`config.mk`:
```
export PLATFORM = sky130hd
export DESIGN_NAME = mul_issue_wb
export DESIGN_NICKNAME = d
export VERILOG_FILES = /design/src/rtl/mul_issue_wb.sv
export SDC_FILE = /design/constraint.sdc
export NUM_CORES = 1
export LEC_CHECK = 0
export CORE_MARGIN = 1.5
export CORE_UTILIZATION = 60
export DETAILED_ROUTE_END_ITERATION = 8
export MAX_ROUTING_LAYER = met4
export PLACE_DENSITY = 0.87
export SLEW_MARGIN = 25
export SYNTH_ARGS = -nofsm -noshare
export SYNTH_HDL_FRONTEND = slang
export SYNTH_SLANG_ARGS = --single-unit
```
`constraint.sdc`:
```
create_clock -name clk -period 8.5 [get_ports clk]
set_clock_uncertainty 0.1 [all_clocks]
set_input_delay 2.55 -clock clk [delete_from_list [all_inputs] [get_ports clk]]
set_output_delay 2.55 -clock clk [all_outputs]
set_load 0.01 [all_outputs]
```
`src/rtl/mul_issue_wb.sv`:
```
// mul_issue_wb: issue/writeback wrapper around a registered 32x32 signed
// multiplier. Requests are issued through S1 (drives the multiplier
// operands), wait one cycle in S2 while the product registers fill, and the
// corrected result word is written in order into a small output FIFO.
// A credit check on FIFO occupancy plus in-flight ops guarantees that every
// result has a FIFO slot when it arrives.
module mul_issue_wb #(
    parameter int DEPTH = 4,
    parameter int TAG_W = 4
) (
    input  logic             clk,
    input  logic             rst,
    input  logic             in_valid,
    output logic             in_ready,
    input  logic [1:0]       in_op,
    input  logic [31:0]      in_a,
    input  logic [31:0]      in_b,
    input  logic [TAG_W-1:0] in_tag,
    output logic [31:0]      mul_a,
    output logic [31:0]      mul_b,
    output logic [1:0]       mul_en,
    input  logic [31:0]      mul_l,
    input  logic [31:0]      mul_h,
    output logic             out_valid,
    input  logic             out_ready,
    output logic [31:0]      out_data,
    output logic [TAG_W-1:0] out_tag,
    output logic             busy
);

    localparam int PTR_W = (DEPTH > 1) ? $clog2(DEPTH) : 1;
    localparam int CNT_W = $clog2(DEPTH + 1);
    localparam logic [PTR_W-1:0] LAST_PTR = PTR_W'(DEPTH - 1);
    localparam logic [CNT_W:0]   CREDIT   = (CNT_W + 1)'(DEPTH);

    localparam logic [1:0] OP_MUL    = 2'b00;
    localparam logic [1:0] OP_MULH   = 2'b01;
    localparam logic [1:0] OP_MULHSU = 2'b10;
    localparam logic [1:0] OP_MULHU  = 2'b11;

    // Pipeline registers
    logic             s1_v_reg;
    logic [1:0]       s1_op_reg;
    logic [31:0]      s1_a_reg;
    logic [31:0]      s1_b_reg;
    logic [TAG_W-1:0] s1_tag_reg;

    logic             s2_v_reg;
    logic [1:0]       s2_op_reg;
    logic [31:0]      s2_a_reg;
    logic [31:0]      s2_b_reg;
    logic [TAG_W-1:0] s2_tag_reg;

    // Output FIFO
    logic [31:0]      fifo_data_reg [DEPTH];
    logic [TAG_W-1:0] fifo_tag_reg  [DEPTH];
    logic [PTR_W-1:0] wr_ptr_reg;
    logic [PTR_W-1:0] rd_ptr_reg;
    logic [CNT_W-1:0] count_reg;
    logic [CNT_W-1:0] count_next;

    logic             accept;
    logic             push;
    logic             pop;
    logic [CNT_W:0]   occupancy;
    logic [31:0]      result_next;
    logic [31:0]      corr_a_term;
    logic [31:0]      corr_b_term;

    // Credit is derived purely from registered state so in_ready never
    // depends combinationally on in_valid or out_ready.
    assign occupancy = {1'b0, count_reg}
                     + {{CNT_W{1'b0}}, s1_v_reg}
                     + {{CNT_W{1'b0}}, s2_v_reg};
    assign in_ready  = (occupancy < CREDIT);
    assign accept    = in_valid & in_ready;

    assign push      = s2_v_reg;
    assign pop       = out_valid & out_ready;

    assign mul_a     = s1_a_reg;
    assign mul_b     = s1_b_reg;
    assign mul_en    = {s1_v_reg, s1_v_reg};

    assign out_valid = (count_reg != '0);
    assign out_data  = fifo_data_reg[rd_ptr_reg];
    assign out_tag   = fifo_tag_reg[rd_ptr_reg];
    assign busy      = s1_v_reg | s2_v_reg | (count_reg != '0);

    // S1 issue register: loads on acceptance, otherwise just drops valid.
    always_ff @(posedge clk or negedge rst) begin
        if (!rst) begin
            s1_v_reg   <= 1'b0;
            s1_op_reg  <= '0;
            s1_a_reg   <= '0;
            s1_b_reg   <= '0;
            s1_tag_reg <= '0;
        end else begin
            s1_v_reg <= accept;
            if (accept) begin
                s1_op_reg  <= in_op;
                s1_a_reg   <= in_a;
                s1_b_reg   <= in_b;
                s1_tag_reg <= in_tag;
            end
        end
    end

    // S2 product-wait register: shadows S1 while the multiplier captures.
    always_ff @(posedge clk or negedge rst) begin
        if (!rst) begin
            s2_v_reg   <= 1'b0;
            s2_op_reg  <= '0;
            s2_a_reg   <= '0;
            s2_b_reg   <= '0;
            s2_tag_reg <= '0;
        end else begin
            s2_v_reg   <= s1_v_reg;
            s2_op_reg  <= s1_op_reg;
            s2_a_reg   <= s1_a_reg;
            s2_b_reg   <= s1_b_reg;
            s2_tag_reg <= s1_tag_reg;
        end
    end

    // Turn the signed product into the requested word; an operand treated
    // as unsigned with its top bit set adds the other operand to the high word.
    always_comb begin
        corr_a_term = s2_a_reg[31] ? s2_b_reg : 32'd0;
        corr_b_term = s2_b_reg[31] ? s2_a_reg : 32'd0;
        result_next = mul_l;
        case (s2_op_reg)
            OP_MUL:    result_next = mul_l;
            OP_MULH:   result_next = mul_h;
            OP_MULHSU: result_next = mul_h + corr_b_term;
            OP_MULHU:  result_next = mul_h + corr_a_term + corr_b_term;
            default:   result_next = mul_l;
        endcase
    end

    // One storage slot per FIFO entry, written when the write pointer selects it.
    generate
        for (genvar gi = 0; gi < DEPTH; gi++) begin : g_entry
            always_ff @(posedge clk or negedge rst) begin
                if (!rst) begin
                    fifo_data_reg[gi] <= '0;
                    fifo_tag_reg[gi]  <= '0;
                end else if (push && (wr_ptr_reg == PTR_W'(gi))) begin
                    fifo_data_reg[gi] <= result_next;
                    fifo_tag_reg[gi]  <= s2_tag_reg;
                end
            end
        end
    endgenerate

    // Occupancy update; simultaneous push and pop leaves it unchanged.
    always_comb begin
        count_next = count_reg;
        if (push && !pop) begin
            count_next = count_reg + 1'b1;
        end else if (pop && !push) begin
            count_next = count_reg - 1'b1;
        end
    end

    // FIFO pointers (explicit wrap so non-power-of-two depths work) and count.
    always_ff @(posedge clk or negedge rst) begin
        if (!rst) begin
            wr_ptr_reg <= '0;
            rd_ptr_reg <= '0;
            count_reg  <= '0;
        end else begin
            count_reg <= count_next;
            if (push) begin
                wr_ptr_reg <= (wr_ptr_reg == LAST_PTR) ? '0 : wr_ptr_reg + 1'b1;
            end
            if (pop) begin
                rd_ptr_reg <= (rd_ptr_reg == LAST_PTR) ? '0 : rd_ptr_reg + 1'b1;
            end
        end
    end

endmodule

```
==> reports/qor.yml, run 1 <==
synth_largest_type_area_fraction_pct: 44.44
fin_hold_ws_ns: 0.2775
drc: 0
reg2reg_slack_ns: 3.52
synth.most_common_cell: "sky130_fd_sc_hd__dfrtp_1"
finish.cell_count_without_fillers: 2081
floorplan.core_area_um2: 26950
layout_min_cycle_time_ns: 6.258
post_cts_buffers: 0
dieHeight_um: 168.8
grt_antenna_before_repair: 0
endpoint_kind: "register"
clockRootBuffer: "sky130_fd_sc_hd__clkbuf_16"
power.share.switching_pct: 43.05
cp_max_fo: 4
rows: 60
netlist_area_um2: 16500
yosysWarnings: 0
power_frac_clock_pct: 12.9
yosysSeqAreaShare_pct: 44.44
post_cts.resized_instances: 0
rr_endpoint: "fifo_data_reg[55]"
drv_slew: 0
max_clock_freq_mhz: 159.8
detailed_place.area_um2: 19160
worst_setup_hold_path_clk_slew_ns: 0.06
hp-start: "s1_tag_reg[1]"
synth_enable_flop_cells: 0
critical-path-max-stage-delay_ns: 0.52
clock_sinks: 293
worst_slew_pin_tran_ns: 0.9406
layout_nets: 1958
rsz0062_at_grt: "false"
finalSetupTns_ns: 0
yosys.cell_types.count: 66
synth_area_per_cell_um2: 10.90
grt_start_max_net_pins: 192
cts_htree_levels: 1
cp.arrival_ns: 6.61
detail_route.first_pass.iterations: 6
worst_hold_path.num_cells: 0
setup_violations: 0
clk_path_buf_depth: 3
path_buf_inv: 1
power-per-cell-area_nw_per_um2: 493.8
synth.largest_area_cell: "sky130_fd_sc_hd__dfrtp_1"
p_leak_nw: 8.861
via_count: 12969
synth_top_flop_cell: "sky130_fd_sc_hd__dfrtp_1"
vias_per_cell: 6.232
status: "finished, final reports clean"
power.internal_mw: 5.667
depth_of_the_worst_register_to_register_path: 12
whs_endpoint: "s2_tag_reg[1]"
clock_buffer_count_from_cts: 29
die_area_um2: 28500
crit_chain: "clkdlybuf4s50_1 -> fa_1 -> ha_1 -> fa_1 -> a21oi_1 -> or3b_2 -> a21oi_1 -> o31a_1 -> a221o_1 -> xor2_1 -> mux4_2 -> mux2_2"
port-buffer-count: 242
initial_utilization_pct: 61.22
async_reset_ff_share_pct: 100.0
post-place-cells: 2027
max-vdd-ir-drop_mv: 0.2599
power.total_mw: 9.950
synth.cells.most_frequent: "sky130_fd_sc_hd__dfrtp_1, sky130_fd_sc_hd__nand2_1, sky130_fd_sc_hd__mux2_2"
grt_pass1_vias: 12905
class_of_the_tightest_hold_or_removal_check: "register to register"
first_iter_violations: 1291
n_antenna_cell: 0
drt-total-wl_um: 45270
wire_per_inst_um: 21.76
post_route_cells_drive_above_1_share_pct: 14.31
cpMaxStageDelayCell: "sky130_fd_sc_hd__clkdlybuf4s50_1"
mappedNetlistNets: 1753
fin_area_um2: 20150
worst-setup-path-type: "input port to register"
synth.ff_latch_count: 293
grt.total_usage_pct: 33.19
dp_hpwl_um: 32530
gp_congestion: 0.9664
cts_hold_buf: 0
route.antenna.remaining_nets: 0
cp_top_family: "adder cells"
power.combinational.fraction_pct: 61.5
power_frac_seq_pct: 25.6
max-cap-violations: 0
timing.final.crit_share_pct: 73.63
globalRouteOverflowTotal: 0
area_growth_syn_to_layout_pct: 22.14
cp.required_ns: 8.85
p_switching_mw: 4.283
synth.area.top_cells: "sky130_fd_sc_hd__dfrtp_1, sky130_fd_sc_hd__mux2_2, sky130_fd_sc_hd__mux4_2"
io_pins: 243
largest_reg_flops: 128
clk-insertion-delay-late_ns: 0.56
regToRegStartpoint: "s2_b_reg[31]"
die_x_um: 168.8
netlist_instances: 1513
finalHoldViolCount: 0
worstSetupStartpointType: "input port"
tritoncts_clock_tree: "built"
grt_pass1_wl_um: 71390
relSlewSlack_pct: 36.92
placed cells by master, fill, tap and decap left out, types with 5 or more instances in the layout:
| cell type | instances |
|---|---|
| sky130_fd_sc_hd__a211o_1 | 5 |
| sky130_fd_sc_hd__a211oi_1 | 11 |
| sky130_fd_sc_hd__a21o_1 | 28 |
| sky130_fd_sc_hd__a21oi_1 | 69 |
| sky130_fd_sc_hd__a22o_1 | 16 |
| sky130_fd_sc_hd__a31oi_1 | 16 |
| sky130_fd_sc_hd__a41oi_1 | 8 |
| sky130_fd_sc_hd__and2_1 | 71 |
| sky130_fd_sc_hd__and3_1 | 14 |
| sky130_fd_sc_hd__buf_4 | 14 |
| sky130_fd_sc_hd__clkbuf_16 | 29 |
| sky130_fd_sc_hd__clkbuf_8 | 7 |
| sky130_fd_sc_hd__clkdlybuf4s50_1 | 241 |
| sky130_fd_sc_hd__clkinv_2 | 10 |
| sky130_fd_sc_hd__dfrtp_1 | 292 |
| sky130_fd_sc_hd__fa_1 | 34 |
| sky130_fd_sc_hd__ha_1 | 68 |
| sky130_fd_sc_hd__inv_1 | 23 |
| sky130_fd_sc_hd__mux2_2 | 117 |
| sky130_fd_sc_hd__mux2i_1 | 14 |
| sky130_fd_sc_hd__mux4_2 | 48 |
| sky130_fd_sc_hd__nand2_1 | 232 |
| sky130_fd_sc_hd__nand2b_1 | 8 |
| sky130_fd_sc_hd__nand3_1 | 22 |
| sky130_fd_sc_hd__nand4_1 | 13 |
| sky130_fd_sc_hd__nor2_1 | 74 |
| sky130_fd_sc_hd__nor2b_1 | 8 |
| sky130_fd_sc_hd__nor3_1 | 12 |
| sky130_fd_sc_hd__o211ai_1 | 10 |
| sky130_fd_sc_hd__o21a_1 | 12 |
| sky130_fd_sc_hd__o21ai_0 | 62 |
| sky130_fd_sc_hd__o21bai_1 | 10 |
| sky130_fd_sc_hd__o31ai_1 | 13 |
| sky130_fd_sc_hd__or2_2 | 5 |
| sky130_fd_sc_hd__or3_1 | 8 |
| sky130_fd_sc_hd__xnor2_1 | 30 |
| sky130_fd_sc_hd__xor2_1 | 18 |
layer usage:
layer | track usage, % | part of all wire, % | routed length [µm]
met1 | 46.79 | 43 | 19480
met2 | 50.14 | 46 | 20820
met3 | 5.004 | 7.8 | 3519
met4 | 10.25 | 3.2 | 1449
met5 | - | 0 | 0
worst register-to-register path, delay by kind of cell (launching register included):
family	cells	cell delay, ns
fa+ha+maj	3	1.17
compound gates	4	1.15
flops	1	0.89
mux	2	0.81
simple gates	2	0.57
xor+xnor	1	0.17
cells by family (layout without fill, tap and decap cells):
group | count (synthesis) | in the layout | share of synthesized area, %
buffers and inverters | 107 | 334 | 2.487
DFF | 293 | 293 | 44.44
muxes | 179 | 179 | 15.39
AOI/OAI and AO/OA | 306 | 306 | 12.54
adders and majority gates | 102 | 102 | 9.283
and+or+nand+nor | 478 | 478 | 13.32
xor gates and xnor gates | 48 | 48 | 2.548
worst max path at each step:
| stage | start | end | slack, ns | cells past startpoint |
|---|---|---|---|---|
| global route | mul_h[1] | fifo_data_reg[23] | 2.10 | 12 |
| finish | mul_h[1] | fifo_data_reg[55] | 2.24 | 12 |
| detailed placement | mul_h[1] | fifo_data_reg[55] | 1.71 | 12 |
| CTS | mul_h[1] | fifo_data_reg[55] | 2.28 | 12 |
| floorplan | mul_h[1] | fifo_data_reg[119] | 2.56 | 11 |
| global placement | mul_h[1] | fifo_data_reg[119] | 1.79 | 12 |
stage by stage:
| stage | setup slack, ns | util (%) |
|---|---|---|
| 2_1_floorplan | 2.557 | - |
| 3_3_place_gp | 1.785 | 71.08 |
| 3_5_place_dp | 1.710 | 71.08 |
| 4_1_cts | 2.280 | 74.67 |
| 5_1_grt | 2.103 | 74.77 |
| 6_report | 2.242 | 74.77 |
cell type report:
class                           instances  area (µm²)
Tap cell                              341       426.7
Timing Repair Buffer                  258        2580
Fill cell                            1750        6799
Inverter                               23       86.33
Clock buffer                           40       837.1
Multi-Input combinational cell       1113        8758
Clock inverter                         13       130.1
Sequential cell                       293        7333
power groups by stage:
stage	Combinational, mW	Clock, mW	Sequential, mW
3_5_place_dp	5.96	0	2.55
2_1_floorplan	4.03	0	2.45
6_report	6.12	1.28	2.55
3_3_place_gp	5.84	0	2.49
5_1_grt	6.59	1.35	2.63
4_1_cts	6.03	1.30	2.54
No activity file was read; power rests on OpenSTA's default activity.
==> run 2, diff against run 1 <==
--- a/config.mk
+++ b/config.mk
@@ -6,10 +6,10 @@
 export NUM_CORES = 1
 export LEC_CHECK = 0
 export CORE_MARGIN = 1.5
-export CORE_UTILIZATION = 60
+export CORE_UTILIZATION = 50
 export DETAILED_ROUTE_END_ITERATION = 8
 export MAX_ROUTING_LAYER = met4
-export PLACE_DENSITY = 0.87
+export PLACE_DENSITY = 0.77
 export SLEW_MARGIN = 25
 export SYNTH_ARGS = -nofsm -noshare
 export SYNTH_HDL_FRONTEND = slang
==> constraint.sdc (replaced) <==
create_clock -name clk -period 5.6 [get_ports clk]
set_clock_uncertainty 0.1 [all_clocks]
set_input_delay 1.68 -clock clk [delete_from_list [all_inputs] [get_ports clk]]
set_output_delay 1.68 -clock clk [all_outputs]
set_load 0.01 [all_outputs]
==> run 2 against run 1 <==
Net effect: first-iteration DRC count shrank 21%; core utilization down 11 points; wire length down 0.36%; sequential cell count stayed put; count of clock-buffer cells in the layout unchanged; design area increased by 2.7%; worst hold slack worse by 0.0087 ns; combinational power is 54% higher; sequential power grew 54%; sequential share of layout area fell by 0.97 points; largest cell class unchanged.
==> reports/qor.yml, run 2 (same netlist as run 1, synthesis figures left out) <==
status: "finished, final reports clean"
worstSetupStartpointType: "input port"
initial_utilization_pct: 50.71
most-common-layout-cells: "sky130_fd_sc_hd__dfrtp_1, sky130_fd_sc_hd__clkdlybuf4s50_1, sky130_fd_sc_hd__nand2_1"
wire_per_inst_um: 20.35
cp.arrival_ns: 5.54
critical-path-max-stage-delay_ns: 0.51
floorplan.core_area_um2: 32540
grt_pass1_vias: 13096
detail_route.first_pass.iterations: 5
worst_slew_pin_tran_ns: 0.9923
grt_start_max_net_pins: 134
power-per-cell-area_nw_per_um2: 753.8
layout_min_cycle_time_ns: 5.196
post_cts.resized_instances: 0
dp_hpwl_um: 33760
cp.required_ns: 5.94
p_leak_nw: 9.089
cp_max_fo: 4
n_antenna_cell: 0
die_area_um2: 34100
timing.final.crit_share_pct: 92.79
rows: 66
setup_violations: 0
die_x_um: 184.7
fin_hold_ws_ns: 0.2688
cp-startpoint: "mul_h[1]"
grt_pass1_wl_um: 71530
cpMaxStageDelayCell: "sky130_fd_sc_hd__mux4_2"
finish.cell_count_without_fillers: 2217
endpoint_kind: "register"
grt.total_usage_pct: 27.93
clock_sinks: 293
cts_hold_buf: 0
relSlewSlack_pct: 33.85
clock_buffer_count_from_cts: 31
power.total_mw: 15.61
drv_slew: 0
crit_chain: "clkdlybuf4s50_1 -> fa_1 -> ha_1 -> fa_1 -> a21oi_1 -> or3b_2 -> a21oi_1 -> o31a_1 -> a221o_1 -> xor2_1 -> mux4_2 -> mux2_2"
worst-setup-path-type: "input port to register"
drc: 0
grt_antenna_before_repair: 0
globalRouteOverflowTotal: 0
post_cts_buffers: 0
dieHeight_um: 184.7
worst_setup_hold_path_clk_slew_ns: 0.06
first_iter_violations: 1022
post-place-cells: 2160
max-cap-violations: 0
max_clock_freq_mhz: 192.4
reg2reg_slack_ns: 0.85
clk_path_buf_depth: 3
io_pins: 243
clk-insertion-delay-late_ns: 0.58
gp_congestion: 0.9332
tritoncts_clock_tree: "built"
filler_cell_count: 2589
most_common_cell_after_layout_fill_and_taps_aside: "sky130_fd_sc_hd__dfrtp_1"
drt-total-wl_um: 45110
class_of_the_tightest_hold_or_removal_check: "register to register"
finalSetupTns_ns: 0
rr_endpoint: "fifo_data_reg[23]"
regToRegStartpoint: "s2_a_reg[31]"
depth_of_the_worst_register_to_register_path: 12
cts_htree_levels: 1
layout_nets: 1992
area_growth_syn_to_layout_pct: 25.49
route.antenna.remaining_nets: 0
clockRootBuffer: "sky130_fd_sc_hd__clkbuf_16"
port-buffer-count: 242
post_route_cells_drive_above_1_share_pct: 15.94
via_count: 12783
endpoint: "fifo_data_reg[23]"
vias_per_cell: 5.766
finalHoldViolCount: 0
rsz0062_at_grt: "false"
max-vdd-ir-drop_mv: 0.3972
largest_reg_flops: 128
run 2: layer usage:
layer  global-route usage [%]  vias up  part of all wire, %
met2                    43.56      457                   46
met1                    39.69     6379                   45
met4                    5.854        0                  1.8
li1                         -     5895                    -
met5                        -        -                    0
met3                    3.240       52                  6.4
run 2: how the worst min path moves through the flow:
stage	depth (start not counted)	to	start
after floorplan	0	s2_op_reg[0]	s1_op_reg[0]
after global placement	0	s2_op_reg[0]	s1_op_reg[0]
after detailed placement	0	s2_tag_reg[2]	s1_tag_reg[2]
after CTS	0	s2_tag_reg[3]	s1_tag_reg[3]
after global routing	0	s2_tag_reg[3]	s1_tag_reg[3]
final	0	s2_tag_reg[3]	s1_tag_reg[3]
run 2: power by group:
part / switching, mW / leakage, nW / internal (mW)
registers: 0.736 / 3.49 / 3.19
clock network: 0.852 / 0.559 / 1.43
logic: 4.93 / 5.04 / 4.47
total: 6.52 / 9.09 / 9.09
run 2: cell type report:
type                    instances  area (µm²)  share of cell area, %
clock inverters                16       290.3                  1.402
well taps                     442       553.0                  2.671
multi-input cells            1113        8758                  42.30
repair buffers                290        2833                  13.68
flip-flops and latches        293        7333                  35.42
clock buffers                  40       849.6                  4.103
inverters                      23       86.33                 0.4170
run 2: through the flow:
stage	worst slack, ns	area [µm²]	util, %
5_1_grt	0.2409	20700	63.63
2_1_floorplan	0.5266	16500	-
6_report	0.4036	20700	63.63
3_3_place_gp	-0.09115	19540	60.04
4_1_cts	0.4297	20680	63.55
3_5_place_dp	-0.1512	19540	60.04
run 2: worst max-delay path, delay by kind of cell:
family | cells | cell delay, ns
multiplexers | 2 | 0.79
adder cells (fa/ha/maj) | 3 | 1.18
AO/OA/AOI/OAI | 4 | 1.09
AND/OR/NAND/NOR | 1 | 0.19
buffers and inverters | 1 | 0.45
XOR/XNOR | 1 | 0.15
==> run 3, diff against run 2 <==
--- a/config.mk
+++ b/config.mk
@@ -7,6 +7,7 @@
 export LEC_CHECK = 0
 export CORE_MARGIN = 1.5
 export CORE_UTILIZATION = 50
+export CTS_CLUSTER_DIAMETER = 30
 export DETAILED_ROUTE_END_ITERATION = 8
 export MAX_ROUTING_LAYER = met4
 export PLACE_DENSITY = 0.77
==> run 3 against run 2 <==
Net effect: global-route usage up 0.84 points; core utilization up 2.7 points; design area up 4.3%; critical path type unchanged; combinational power about the same; sequential share of layout area down 1.5 points; maximum frequency up 0.17%; largest power group unchanged; largest cell class unchanged.
==> reports/qor.yml, run 3 (same netlist as run 1, synthesis figures left out) <==
status: "finished, final reports clean"
post_cts.resized_instances: 0
clk_path_buf_depth: 3
end_of_flow_core_utilization_pct: 66.35
area_growth_syn_to_layout_pct: 30.85
finalHoldViolCount: 0
rsz0062_at_grt: "false"
drt-total-wl_um: 46450
post_cts_buffers: 0
via_count: 13080
drv_slew: 0
reg2reg_slack_ns: 0.88
vias_per_cell: 5.767
clk-insertion-delay-late_ns: 0.59
power-per-cell-area_nw_per_um2: 782.6
tritoncts_clock_tree: "built"
worstSetupStartpointType: "input port"
initial_utilization_pct: 50.71
die_x_um: 184.7
clock_sinks: 293
finalSetupTns_ns: 0
cp.required_ns: 5.95
grt.total_usage_pct: 28.78
grt_pass1_wl_um: 73440
worst_setup_hold_path_clk_slew_ns: 0.05
cpMaxStageDelayCell: "sky130_fd_sc_hd__mux4_2"
grt_pass1_vias: 13514
max-cap-violations: 0
filler_cell_count: 2463
cp.arrival_ns: 5.53
timing.final.crit_share_pct: 92.64
max-vdd-ir-drop_mv: 0.4200
rows: 66
max_clock_freq_mhz: 192.8
critical-path-max-stage-delay_ns: 0.51
gp_congestion: 0.9332
worst_slew_pin_tran_ns: 1.005
crit_chain: "clkdlybuf4s50_1 -> fa_1 -> ha_1 -> fa_1 -> a21oi_1 -> or3b_2 -> a21oi_1 -> o31a_1 -> a221o_1 -> xor2_1 -> mux4_2 -> mux2_2"
cp_top_family: "adder cells"
path_buf_inv: 1
first_iter_violations: 948
most_common_cell_after_layout_fill_and_taps_aside: "sky130_fd_sc_hd__dfrtp_1"
grt_start_max_net_pins: 134
route.antenna.remaining_nets: 0
worst-setup-path-type: "input port to register"
cts_hold_buf: 0
regToRegStartpoint: "s2_b_reg[31]"
p_leak_nw: 9.500
clockRootBuffer: "sky130_fd_sc_hd__clkbuf_16"
hp-start: "s1_tag_reg[3]"
wire_per_inst_um: 20.48
largest_reg_flops: 128
cp-startpoint: "mul_h[1]"
endpoint_kind: "register"
floorplan.core_area_um2: 32540
class_of_the_tightest_hold_or_removal_check: "register to register"
globalRouteOverflowTotal: 0
io_pins: 243
detail_route.first_pass.iterations: 5
seqCellArea_um2: 7333
post_route_cells_drive_above_1_share_pct: 18.30
most-common-layout-cells: "sky130_fd_sc_hd__dfrtp_1, sky130_fd_sc_hd__clkdlybuf4s50_1, sky130_fd_sc_hd__nand2_1"
drc: 0
cp_max_fo: 4
cts_htree_levels: 2
die_area_um2: 34100
relSlewSlack_pct: 32.97
layout_min_cycle_time_ns: 5.188
area_taken_by_multi_input_logic_gates_um2: 8758
layout_nets: 2017
dieHeight_um: 184.7
setup_violations: 0
clock_buffer_count_from_cts: 56
grt_antenna_before_repair: 1
dp_hpwl_um: 33760
port-buffer-count: 242
[run 3: cell type report]
type / instances / share of cell area (%)
tap: 442 / 2.562
sequential: 293 / 33.97
clock buffer: 62 / 6.688
multi-input combinational: 1113 / 40.57
clock inverter: 44 / 2.678
inverter: 23 / 0.3999
antenna: 1 / 0.01159
timing repair buffer: 290 / 13.12
[run 3: worst register-to-register path: stages, from the launching register on]
cell                      delay, ns
sky130_fd_sc_hd__dfrtp_1       0.81
sky130_fd_sc_hd__and2_1        0.34
sky130_fd_sc_hd__fa_1          0.45
sky130_fd_sc_hd__ha_1          0.22
sky130_fd_sc_hd__fa_1          0.47
sky130_fd_sc_hd__a21oi_1       0.21
sky130_fd_sc_hd__or3b_2        0.19
sky130_fd_sc_hd__a21oi_1       0.12
sky130_fd_sc_hd__o31a_1        0.36
sky130_fd_sc_hd__a221o_1       0.40
sky130_fd_sc_hd__xor2_1        0.15
sky130_fd_sc_hd__mux4_2        0.51
sky130_fd_sc_hd__mux2_2        0.28
[run 3: final timing paths]
| path | endpoint | depth (start not counted) |
|---|---|---|
| min in group asynchronous | mul_b[3] | 1 |
| hold reg to reg | s2_tag_reg[3] | 0 |
| setup reg to reg | fifo_data_reg[23] | 12 |
| max in group asynchronous | s2_op_reg[1] | 3 |
| hold / removal | s2_tag_reg[3] | 0 |
| setup / recovery | fifo_data_reg[23] | 12 |
[run 3: power breakdown]
part	total, mW	leakage [nW]	switching (mW)	internal [mW]
combinational	9.42	5.04	4.95	4.47
clock	3.52	0.970	1.18	2.34
sequential	3.95	3.49	0.758	3.19
[run 3: metal layers]
metal / GRT usage, % / wire length, µm / vias up
met5: - / 0 / -
li1: - / - / 5988
met1: 39.34 / 20460 / 6478
met2: 44.71 / 21790 / 538
met4: 8.000 / 1025 / 0
met3: 4.663 / 3174 / 76
[run 3: metrics by stage]
step | hold slack (ns) | std cells | worst slack (ns) | power (mW) | cell area [µm²]
floorplan | 0.2501 | 1513 | 0.5266 | 9.846 | 16500
global placement | 0.2565 | 2160 | -0.09115 | 12.94 | 19540
detailed placement | 0.2605 | 2160 | -0.1512 | 13.17 | 19540
CTS | 0.2784 | 2266 | 0.4351 | 16.84 | 21560
global route | 0.2808 | 2268 | 0.2681 | 18.01 | 21590
finish | 0.2763 | 2268 | 0.4123 | 16.90 | 21590
